$ cat config.mk
export PLATFORM = sky130hd
export DESIGN_NAME = ibex_pext_mul16_seq
export DESIGN_NICKNAME = d
export VERILOG_FILES = /design/src/rtl/ibex_pkg_pext.sv /design/src/rtl/ibex_pext_mul16.sv /design/src/rtl/ibex_pext_mul16_seq.sv
export SDC_FILE = /design/constraint.sdc
export NUM_CORES = 1
export LEC_CHECK = 0
export BUFFER_PORTS_ARGS = -buffer_cell sky130_fd_sc_hd__buf_2
export CAP_MARGIN = 15
export CORE_UTILIZATION = 35
export DETAILED_ROUTE_END_ITERATION = 8
export PLACE_DENSITY = 0.5
export SETUP_SLACK_MARGIN = 0.5
export SLEW_MARGIN = 20
export SYNTH_ARGS = -nofsm -noshare
export SYNTH_HDL_FRONTEND = slang
export SYNTH_SLANG_ARGS = --single-unit
$ cat constraint.sdc
create_clock -name clk_i -period 7.5 [get_ports clk_i]
set_input_delay 0 -clock clk_i [delete_from_list [all_inputs] [get_ports clk_i]]
set_output_delay 0 -clock clk_i [all_outputs]
set_load 0.05 [all_outputs]
$ cat src/rtl/ibex_pkg_pext.sv
// ============================================================================
// Module  : ibex_pkg_pext
// Brief   : Zpn operator encoding and 16x16 multiply-class control decode.
// Revision: 1.0 - initial release
// ============================================================================
`default_nettype none

package ibex_pkg_pext;

    typedef enum logic [5:0] {
        ZPN_SMBB16, ZPN_SMBT16, ZPN_SMTT16,
        ZPN_KMABB,  ZPN_KMABT,  ZPN_KMATT,
        ZPN_KMDA,   ZPN_KMXDA,  ZPN_SMDS,   ZPN_SMDRS,  ZPN_SMXDS,
        ZPN_KMADA,  ZPN_KMAXDA, ZPN_KMADS,  ZPN_KMADRS, ZPN_KMAXDS,
        ZPN_KMSDA,  ZPN_KMSXDA,
        ZPN_ADD16,  ZPN_SUB16,  ZPN_KADD16, ZPN_SMMUL
    } zpn_op_e;

    typedef enum logic [1:0] {
        IDLE = 2'd0,
        MUL1 = 2'd1,
        ACC  = 2'd2
    } pext_mul_state_e;

    typedef enum logic [1:0] {
        SEL_TT = 2'd0,
        SEL_BB = 2'd1,
        SEL_TB = 2'd2,
        SEL_BT = 2'd3
    } pext_mul_sel_e;

    typedef struct packed {
        pext_mul_sel_e sel0;
        pext_mul_sel_e sel1;
        logic          dual;
        logic          use_acc;
        logic          neg0;
        logic          neg1;
        logic          sat;
    } pext_mul_ctrl_t;

    function automatic pext_mul_ctrl_t pext_mul_mk(
        input pext_mul_sel_e sel0, input pext_mul_sel_e sel1,
        input logic dual, input logic use_acc,
        input logic neg0, input logic neg1, input logic sat
    );
        pext_mul_ctrl_t c;
        c.sel0    = sel0;
        c.sel1    = sel1;
        c.dual    = dual;
        c.use_acc = use_acc;
        c.neg0    = neg0;
        c.neg1    = neg1;
        c.sat     = sat;
        return c;
    endfunction

    function automatic logic pext_is_mul16(input zpn_op_e op);
        return (op inside {ZPN_SMBB16, ZPN_SMBT16, ZPN_SMTT16,
                           ZPN_KMABB, ZPN_KMABT, ZPN_KMATT,
                           ZPN_KMDA, ZPN_KMXDA, ZPN_SMDS, ZPN_SMDRS, ZPN_SMXDS,
                           ZPN_KMADA, ZPN_KMAXDA, ZPN_KMADS, ZPN_KMADRS,
                           ZPN_KMAXDS, ZPN_KMSDA, ZPN_KMSXDA});
    endfunction

    // Subtraction ops place the subtracted product in slot 1 (neg1) so the
    // shared multiplier always produces the positive term first.
    function automatic pext_mul_ctrl_t pext_mul_decode(input zpn_op_e op);
        pext_mul_ctrl_t c;
        c = pext_mul_mk(SEL_BB, SEL_BB, 1'b0, 1'b0, 1'b0, 1'b0, 1'b0);
        case (op)
            ZPN_SMBB16: c = pext_mul_mk(SEL_BB, SEL_BB, 1'b0, 1'b0, 1'b0, 1'b0, 1'b0);
            ZPN_SMBT16: c = pext_mul_mk(SEL_BT, SEL_BT, 1'b0, 1'b0, 1'b0, 1'b0, 1'b0);
            ZPN_SMTT16: c = pext_mul_mk(SEL_TT, SEL_TT, 1'b0, 1'b0, 1'b0, 1'b0, 1'b0);
            ZPN_KMABB:  c = pext_mul_mk(SEL_BB, SEL_BB, 1'b0, 1'b1, 1'b0, 1'b0, 1'b1);
            ZPN_KMABT:  c = pext_mul_mk(SEL_BT, SEL_BT, 1'b0, 1'b1, 1'b0, 1'b0, 1'b1);
            ZPN_KMATT:  c = pext_mul_mk(SEL_TT, SEL_TT, 1'b0, 1'b1, 1'b0, 1'b0, 1'b1);
            ZPN_KMDA:   c = pext_mul_mk(SEL_TT, SEL_BB, 1'b1, 1'b0, 1'b0, 1'b0, 1'b1);
            ZPN_KMXDA:  c = pext_mul_mk(SEL_TB, SEL_BT, 1'b1, 1'b0, 1'b0, 1'b0, 1'b1);
            ZPN_SMDS:   c = pext_mul_mk(SEL_TT, SEL_BB, 1'b1, 1'b0, 1'b0, 1'b1, 1'b0);
            ZPN_SMDRS:  c = pext_mul_mk(SEL_BB, SEL_TT, 1'b1, 1'b0, 1'b0, 1'b1, 1'b0);
            ZPN_SMXDS:  c = pext_mul_mk(SEL_TB, SEL_BT, 1'b1, 1'b0, 1'b0, 1'b1, 1'b0);
            ZPN_KMADA:  c = pext_mul_mk(SEL_TT, SEL_BB, 1'b1, 1'b1, 1'b0, 1'b0, 1'b1);
            ZPN_KMAXDA: c = pext_mul_mk(SEL_TB, SEL_BT, 1'b1, 1'b1, 1'b0, 1'b0, 1'b1);
            ZPN_KMADS:  c = pext_mul_mk(SEL_TT, SEL_BB, 1'b1, 1'b1, 1'b0, 1'b1, 1'b1);
            ZPN_KMADRS: c = pext_mul_mk(SEL_BB, SEL_TT, 1'b1, 1'b1, 1'b0, 1'b1, 1'b1);
            ZPN_KMAXDS: c = pext_mul_mk(SEL_TB, SEL_BT, 1'b1, 1'b1, 1'b0, 1'b1, 1'b1);
            ZPN_KMSDA:  c = pext_mul_mk(SEL_TT, SEL_BB, 1'b1, 1'b1, 1'b1, 1'b1, 1'b1);
            ZPN_KMSXDA: c = pext_mul_mk(SEL_TB, SEL_BT, 1'b1, 1'b1, 1'b1, 1'b1, 1'b1);
            default:    c = pext_mul_mk(SEL_BB, SEL_BB, 1'b0, 1'b0, 1'b0, 1'b0, 1'b0);
        endcase
        return c;
    endfunction

    function automatic logic [15:0] pext_half_a(input pext_mul_sel_e sel, input logic [31:0] a);
        return (sel == SEL_TT || sel == SEL_TB) ? a[31:16] : a[15:0];
    endfunction

    function automatic logic [15:0] pext_half_b(input pext_mul_sel_e sel, input logic [31:0] b);
        return (sel == SEL_TT || sel == SEL_BT) ? b[31:16] : b[15:0];
    endfunction

endpackage

`default_nettype wire

$ cat src/rtl/ibex_pext_mul16.sv
// ============================================================================
// Module  : ibex_pext_mul16
// Brief   : Combinational signed 16x16 -> 32 multiplier.
// Revision: 1.0 - initial release
// ============================================================================
`default_nettype none

module ibex_pext_mul16 (
    input  logic [15:0] a_i,
    input  logic [15:0] b_i,
    output logic [31:0] p_o
);

    logic signed [31:0] a_ext;
    logic signed [31:0] b_ext;

    // The low 32 bits of the extended product are exact for 16x16 operands.
    always_comb begin
        a_ext = {{16{a_i[15]}}, a_i};
        b_ext = {{16{b_i[15]}}, b_i};
        p_o   = a_ext * b_ext;
    end

endmodule

`default_nettype wire

$ cat src/rtl/ibex_pext_mul16_seq.sv
// ============================================================================
// Module  : ibex_pext_mul16_seq
// Brief   : Multi-cycle Zpn 16x16 multiply / accumulate / Q31-saturate unit.
//           IBEX_PEXT_DUAL_MUL_EN selects two multipliers (all ops 2 cycles).
// Revision: 1.0 - initial release
// ============================================================================
`default_nettype none

module ibex_pext_mul16_seq
    import ibex_pkg_pext::*;
(
    input  logic        clk_i,
    input  logic        rst_ni,
    input  logic        mult_en_i,
    input  zpn_op_e     zpn_operator_i,
    input  logic [31:0] op_a_i,
    input  logic [31:0] op_b_i,
    input  logic [31:0] acc_i,
    output logic        valid_o,
    output logic [31:0] result_o,
    output logic        ov_o,
    output logic        unsupported_o
);

    pext_mul_state_e state_q, state_d;
    logic [31:0]     p0_q, p0_d;
    logic [31:0]     p1_q, p1_d;

    pext_mul_ctrl_t  ctrl;
    logic            supported;
    logic [31:0]     prod0;

    assign ctrl      = pext_mul_decode(zpn_operator_i);
    assign supported = pext_is_mul16(zpn_operator_i);

`ifdef IBEX_PEXT_DUAL_MUL_EN
    logic [31:0] prod1;

    ibex_pext_mul16 u_mul0 (
        .a_i (pext_half_a(ctrl.sel0, op_a_i)),
        .b_i (pext_half_b(ctrl.sel0, op_b_i)),
        .p_o (prod0)
    );

    ibex_pext_mul16 u_mul1 (
        .a_i (pext_half_a(ctrl.sel1, op_a_i)),
        .b_i (pext_half_b(ctrl.sel1, op_b_i)),
        .p_o (prod1)
    );
`else
    pext_mul_sel_e mul_sel;

    assign mul_sel = (state_q == MUL1) ? ctrl.sel1 : ctrl.sel0;

    ibex_pext_mul16 u_mul0 (
        .a_i (pext_half_a(mul_sel, op_a_i)),
        .b_i (pext_half_b(mul_sel, op_b_i)),
        .p_o (prod0)
    );
`endif

    always_comb begin
        state_d = state_q;
        p0_d    = p0_q;
        p1_d    = p1_q;
        case (state_q)
            IDLE: begin
                if (mult_en_i) begin
                    state_d = ACC;
                    if (supported) begin
                        p0_d = prod0;
`ifdef IBEX_PEXT_DUAL_MUL_EN
                        p1_d = prod1;
`else
                        if (ctrl.dual) begin
                            state_d = MUL1;
                        end
`endif
                    end
                end
            end
            MUL1: begin
                if (mult_en_i) begin
                    p1_d    = prod0;
                    state_d = ACC;
                end else begin
                    state_d = IDLE;
                end
            end
            ACC:     state_d = IDLE;
            default: state_d = IDLE;
        endcase
    end

    always_ff @(posedge clk_i or negedge rst_ni) begin
        if (!rst_ni) begin
            state_q <= IDLE;
            p0_q    <= '0;
            p1_q    <= '0;
        end else begin
            state_q <= state_d;
            p0_q    <= p0_d;
            p1_q    <= p1_d;
        end
    end

    logic        valid;
    logic [33:0] acc_ext;
    logic [33:0] term0;
    logic [33:0] term1;
    logic [33:0] sum;
    logic        clamp_hi;
    logic        clamp_lo;
    logic [31:0] sat_res;

    // A 34-bit sum fits in Q31 only when bits [33:31] all agree.
    always_comb begin
        valid   = (state_q == ACC) && mult_en_i;
        acc_ext = ctrl.use_acc ? {{2{acc_i[31]}}, acc_i} : 34'd0;
        term0   = {{2{p0_q[31]}}, p0_q};
        if (ctrl.neg0) begin
            term0 = 34'd0 - term0;
        end
        term1 = ctrl.dual ? {{2{p1_q[31]}}, p1_q} : 34'd0;
        if (ctrl.neg1) begin
            term1 = 34'd0 - term1;
        end
        sum      = acc_ext + term0 + term1;
        clamp_hi = ctrl.sat && !sum[33] && (sum[32:31] != 2'b00);
        clamp_lo = ctrl.sat &&  sum[33] && (sum[32:31] != 2'b11);
        if (clamp_hi) begin
            sat_res = 32'h7FFF_FFFF;
        end else if (clamp_lo) begin
            sat_res = 32'h8000_0000;
        end else begin
            sat_res = sum[31:0];
        end

        valid_o       = valid;
        result_o      = (valid && supported) ? sat_res : 32'd0;
        ov_o          = valid && supported && (clamp_hi || clamp_lo);
        unsupported_o = valid && !supported;
    end

endmodule

`default_nettype wire
# Word-level counts from Yosys, hierarchy flattened
# Memory sizes are Yosys's and may differ from the RTL's.
# Index checks and enable logic that the tools add are counted.
dict set report totals {
  inputBits 105
  register_bits 66
  mem_bits_ro 288
  output_inout_bits 35
  memories 1
  wordCells 68
}
# name depth width rd rd_clocked_by_memory_dff wr line
set memory_table {}
lappend memory_table {{(no name shown)} 32 9 1 0 0 ibex_pkg_pext.sv:71} ;# case (op)
dict set report op_classes {
  add_sub_neg 4
  n_eq_ne 23
  mul 1
  muxes 16
  reduce_logical 20
}
# cell n
set ops {}
lappend ops {{34-bit two-way mux} 4}
lappend ops {{32-bit two-way mux} 3}
lappend ops {{34-bit adder} 2}
lappend ops {{6-bit by 4-bit equality test with 1-bit output (second input constant)} 8}
lappend ops {{1-bit by 34-bit subtractor with 34-bit output (first input constant)} 1}
lappend ops {{1-bit by 32-bit subtractor with 33-bit output (first input constant)} 1}
lappend ops {{16-bit by 16-bit multiplier with 32-bit output} 1}
lappend ops {{16-bit two-way mux} 2}
lappend ops {{6-bit by 3-bit equality test with 1-bit output (second input constant)} 4}
lappend ops {{18-bit nonzero test} 1}
lappend ops {{6-bit by 2-bit equality test with 1-bit output (second input constant)} 2}
lappend ops {{6-bit by 5-bit equality test with 1-bit output (second input constant)} 2}
lappend ops {{2-bit two-way mux} 5}
lappend ops {{9-bit two-way mux} 1}
lappend ops {{1-bit logical AND} 8}
lappend ops {{2-bit equality test (second input constant)} 3}
lappend ops {{6-bit by 1-bit equality test with 1-bit output (second input constant)} 1}
lappend ops {{6-bit logical NOT} 1}
lappend ops {{2-bit logical NOT} 2}
lappend ops {{2-bit != test (second input constant)} 2}
lappend ops {{2-bit one-hot mux with 2 select lines} 1}
lappend ops {{1-bit logical OR} 3}
lappend ops {{3-bit AND reduction} 1}
lappend ops {{2-bit by 1-bit equality test with 1-bit output (second input constant)} 1}
lappend ops {{other kinds (3)} 4}

# Depth between registers and ports, before layout
# An unclocked memory read counts as a cell.
dict set report logic_depth {
  ltp_word 11
  depth_mapped 37
  depth_no_buf 34
}

# By module
# A second synthesis with hierarchy kept.
dict set report hier_totals {
  hier_cells 2014
  area_unflattened_um2 17635.7
}
# mod cells_each n_inst area_each_um2 seq_area_each_um2
set by_module_without_submodules {}
lappend by_module_without_submodules {ibex_pext_mul16 1133 1 10069.7 0.0}
lappend by_module_without_submodules {ibex_pext_mul16_seq 881 1 7566.0 1651.6}

# Worst setup path before layout
# No wires, ideal clock.
dict set report synth_path {
  path_kind {input to register}
  start {in zpn_operator_i[2]}
  end {reg p0_q[31]}
  arrival_ns 7.764
  setup_time_ns 0.136
  n_path_buf 3
  t_required_ns 7.364
  cell_stages 33
  slack_ns -0.400
  path_cell_list {buf_2 -> mux2_2 -> a21oi_1 -> nor2_1 -> a211oi_1 -> a21oi_1 -> nor2_1 -> xnor2_1 -> buf_2 -> mux2i_1 -> clkbuf_1 -> nor2_1 -> fa_1 -> inv_1 -> fa_1 -> inv_1 -> fa_1 -> fa_1 -> fa_1 -> inv_1 -> fa_1 -> inv_1 -> ha_1 -> nand2_1 -> a21oi_1 -> a221oi_1 -> a311oi_1 -> a31oi_1 -> o21bai_1 -> a41oi_1 -> a21oi_1 -> xnor2_1 -> o21ai_0}
}
dict set report synth_via {
  elab_chain_len 7
  word_cells_on_any_way 31
  cone_classes {mul (1); eq/ne (19); mux (4); reduce/logical (6); memory (1)}
}
# element line
set synth_rtl {}
lappend synth_rtl {{start, declared} ibex_pext_mul16_seq.sv:15} ;# input zpn_op_e zpn_operator_i,
lappend synth_rtl {{memory 32 x 9 bit} --}
lappend synth_rtl {{9-bit two-way mux} ibex_pkg_pext.sv:71}
lappend synth_rtl {{2-bit two-way mux} ibex_pext_mul16_seq.sv:53} ;# assign mul_sel = (state_q == MUL1) ? ctrl.sel1 : ctrl.sel0;
lappend synth_rtl {{2-bit equality test (tied with other cells)} ibex_pkg_pext.sv:96} ;# return (sel == SEL_TT || sel == SEL_TB) ? a[31:16] : a[15:0];
lappend synth_rtl {{1-bit logical OR (on tied branches)} {ibex_pkg_pext.sv:96, ibex_pkg_pext.sv:100}}
lappend synth_rtl {{16-bit two-way mux (on tied branches)} {ibex_pkg_pext.sv:96, ibex_pkg_pext.sv:100}}
lappend synth_rtl {{16-bit by 16-bit multiplier with 32-bit output} ibex_pext_mul16.sv:21} ;# p_o = a_ext * b_ext;
lappend synth_rtl {{end signal, assigned} ibex_pext_mul16_seq.sv:102} ;# p0_q <= p0_d;
lappend synth_rtl {{end, declared} ibex_pext_mul16_seq.sv:26} ;# logic [31:0] p0_q, p0_d;
# Parallel ways exist; a longest one is shown, timed or not.
# A chain may end at the register's enable or synchronous reset.

# Worst setup path after layout
dict set report layout_path {
  start {reg state_q[1]}
  end {reg p1_q[31]}
}
dict set report layout_via {
  elab_chain_len 6
  word_cells_on_any_way 11
  cone_classes {mul (1); eq/ne (3); mux (3); reduce/logical (4)}
}
# element line
set layout_rtl {}
lappend layout_rtl {{start, declared} ibex_pext_mul16_seq.sv:25} ;# pext_mul_state_e state_q, state_d;
lappend layout_rtl {{start signal, assigned} ibex_pext_mul16_seq.sv:101} ;# state_q <= state_d;
lappend layout_rtl {{2-bit by 1-bit equality test with 1-bit output *} {ibex_pext_mul16_seq.sv:53, ibex_pext_mul16_seq.sv:66}}
lappend layout_rtl {{2-bit two-way mux} ibex_pext_mul16_seq.sv:53}
lappend layout_rtl {{2-bit equality test (tied with other cells)} ibex_pkg_pext.sv:96}
lappend layout_rtl {{1-bit logical OR (on tied branches)} {ibex_pkg_pext.sv:96, ibex_pkg_pext.sv:100}}
lappend layout_rtl {{16-bit two-way mux (on tied branches)} {ibex_pkg_pext.sv:96, ibex_pkg_pext.sv:100}}
lappend layout_rtl {{16-bit by 16-bit multiplier with 32-bit output} ibex_pext_mul16.sv:21}
lappend layout_rtl {{end signal, assigned} ibex_pext_mul16_seq.sv:103} ;# p1_q <= p1_d;
lappend layout_rtl {{end, declared} ibex_pext_mul16_seq.sv:27} ;# logic [31:0] p1_q, p1_d;
# Mark *: on every way between the ends. The rest lies on a longest branch, timed or not.

==> results.cfg <==
[status]
status = completed

[layout]
multi_input_area_mm2 = 0.0148
postLayoutCellArea_mm2 = 0.0213
instances_no_fill = 2896
fill_cells = 4799
syn_to_final_growth_pct = 23.8
seqCellArea_mm2 = 0.00165
diodes = 0
drive_gt1_share_pct = 24.5
final_core_util_pct = 44.3
num-nets-final = 2801

[grt]
antenna_found_initial = 0
grt_first_pass_wirelength_um = 79400
grt_max_degree = 67
grt.total_usage_pct = 19.9
grt_pass1_vias = 14800
grt-ovfl-total = 0

[worst_hold_path]
hp-start = op_b_i[16]
hold_depth = 4
hold_end = p1_q[0]$_DFFE_PN0P_
min_path_type = in -> reg

[route]
drc = 0
firstDrtPassIters = 4
via_per_inst = 4.93
maxUsedRoutingLayer = met4
drt_wl_total_um = 48600
drt_first_iter_violations = 707
wl_met3_um = 1340
wl_met1_um = 23400
ant_nets = 0
wl_per_cell_um = 16.8
met2_length_um = 22700
dr_total_vias = 14300

[timing]
rsz0062_at_grt = yes
setup_slack_ns = 0.113
final-setup-viol-count = 0
max_clock_freq_mhz = 135
worstMarginPinSlew_ns = 1.06
drv_slew = 0
period_share_pct = 98.5
finalCriticalPeriod_ns = 7.39
slew_headroom_pct = 29.4
skew_ns = 0.00462
hold_viol_final = 0

[setup_path]
worstSetupPathType = reg -> reg
crit_arrival_ns = 7.55
reg2reg_to = p1_q[31]$_DFFE_PN0P_
start_kind = flip-flop
cp_top_family = adder cells
worst_path_most_repeated_cell = fa_1
cp-end-kind = flip-flop
critPathMaxFanout = 7
reg2reg_slack_ns = 0.11
max_stage_delay_ns = 0.58
path_buf_inv = 8
rr_worst_depth = 31
critical_path_required_ns = 7.67
r2r-start = state_q[1]$_DFFE_PN0P_
slowest_stage = fa_1

[place]
place.gp.congestion = 0.909
hpwl_um = 42400
portBuffers = 139
place_area_mm2 = 0.0199
placed_cells = 2841
place_ws_ns = -0.204

[synth]
synth_area_leaders = fa_1 34%, dfrtp_1 9.6%, ha_1 9.0%, inv_1 6.7%, nand2_1 5.3%
yosysWarnings = 0
yosysSeqAreaShare_pct = 9.61
synth_top_area_share_pct = 34.5
synth_nets = 2510
synth_edf_count = 0
avgSynthCellArea_um2 = 8.66
async_reset_ff_share_pct = 100
postSynthCellCount = 1985
synthFlopType = dfrtp_1
yosys.cell_types.count = 68
syn_area_mm2 = 0.0172
synth-seq-cells = 66
synth.largest_area_cell = fa_1

[cts]
clk_path_buf_depth = 2
htree_levels = 3
cts_root_buffer = clkbuf_16
cts_tree = done
clock_sinks = 66
clock_latency_ns = 0.33
cts.reportedPaths.clkPinSlew_ns = 0.05
cts_buffers = 9

[floorplanning]
start_util_pct = 35.8
fp-row-count = 80
io_pins = 140
fp.dieH_um = 224
die_width_um = 224
core-area_mm2 = 0.0480
die-area_mm2 = 0.0500

[run]
maxCapViolations = 0
## routing by layer
metal / GRT usage [%] / vias to the layer above
met2: 33.6 / 309
met3: 0.774 / 54
li1: - / 6933
met1: 28.2 / 6978
met5: 0 / -
met4: 4.88 / 0
## layout by cell type (no fill, tap or decap), types with 24 or more instances in the layout
master	count
a21oi_1	79
and2_1	44
buf_2	139
buf_4	168
dfrtp_1	66
fa_1	289
ha_1	109
inv_1	296
mux2_2	24
nand2_1	236
nor2_1	191
o21ai_0	65
o21ai_1	26
o21ai_2	35
xnor2_1	73
xor2_1	39
## how the worst max path moves through the flow
stage               slack, ns  depth (start not counted)              endpoint                   start
floorplan                0.48                         34  p0_q[31]$_DFFE_PN0P_       zpn_operator_i[0]
global placement        -0.07                         33  p1_q[31]$_DFFE_PN0P_       zpn_operator_i[0]
detailed placement      -0.20                         34  p1_q[31]$_DFFE_PN0P_       zpn_operator_i[0]
CTS                      0.16                         32  p1_q[30]$_DFFE_PN0P_  state_q[1]$_DFFE_PN0P_
global route            -0.19                         32  p1_q[30]$_DFFE_PN0P_  state_q[1]$_DFFE_PN0P_
finish                   0.11                         31  p1_q[31]$_DFFE_PN0P_  state_q[1]$_DFFE_PN0P_
## tightest hold or removal path, stage by stage
cell and delay (ns):
buf_2 0.07, mux2i_1 0.05, buf_4 0.21, o31ai_1 0.23
## area by class of cell
class,count,share of cell area [%]
multi-input combinational,1546,69.8
clock buffer,10,1.12
inverter,307,5.42
timing repair buffer,346,12.0
clock inverter,6,0.306
tap,615,3.62
sequential,66,7.76
## stage by stage
stage	hold slack [ns]	TNS, ns
finish	0.274	0
global route	0.317	-2.05
CTS	0.274	0
detailed placement	0.223	-1.28
global placement	0.219	-0.155
floorplan	-0.296	0
## what timing repair did
item | CTS | global route
cloned | 2 | 0
hold buffers | 2 | 0
pin swaps | 31 | 47
endpoints found under the setup margin | 34 | 44
hold endpoints to repair | 67 | 0
setup buffers | 18 | 17
gates resized for setup | 93 | 62
## cells by family after synthesis
| logic type | share of synthesized area [%] |
|---|---|
| and+or+nand+nor | 14.9 |
| buffers and inverters | 8.42 |
| xor gates and xnor gates | 6.27 |
| muxes | 4.53 |
| AOI/OAI and AO/OA | 12.8 |
| DFF | 9.61 |
| adders and majority gates | 43.5 |
## Yosys cell counts, drive strengths merged (2+ instances only)
cell type / n
a2111oi: 2
a211o: 2
a211oi: 7
a21o: 22
a21oi: 94
a221o: 2
a221oi: 2
a311oi: 3
a31o: 2
a31oi: 10
a41oi: 4
and2: 44
and3: 8
and4: 2
buf: 13
clkbuf: 53
dfrtp: 66
fa: 296
ha: 124
inv: 307
mux2: 38
mux2i: 35
nand2: 241
nand2b: 10
nand3: 10
nand3b: 2
nand4: 3
nor2: 209
nor2b: 6
nor3: 23
nor3b: 2
nor4: 12
o211ai: 4
o21a: 10
o21ai: 127
o21bai: 12
o221ai: 3
o22ai: 2
o31ai: 17
o41ai: 6
or2: 4
or3: 12
xnor2: 80
xor2: 43
## flip-flops by register name (all words and copies together) (netlist names)
register / flops
p1_q: 32
state_q: 2
p0_q: 32
Power is not shown: default switching activity piles up to over one toggle a cycle in this logic, so the estimate is an artifact.
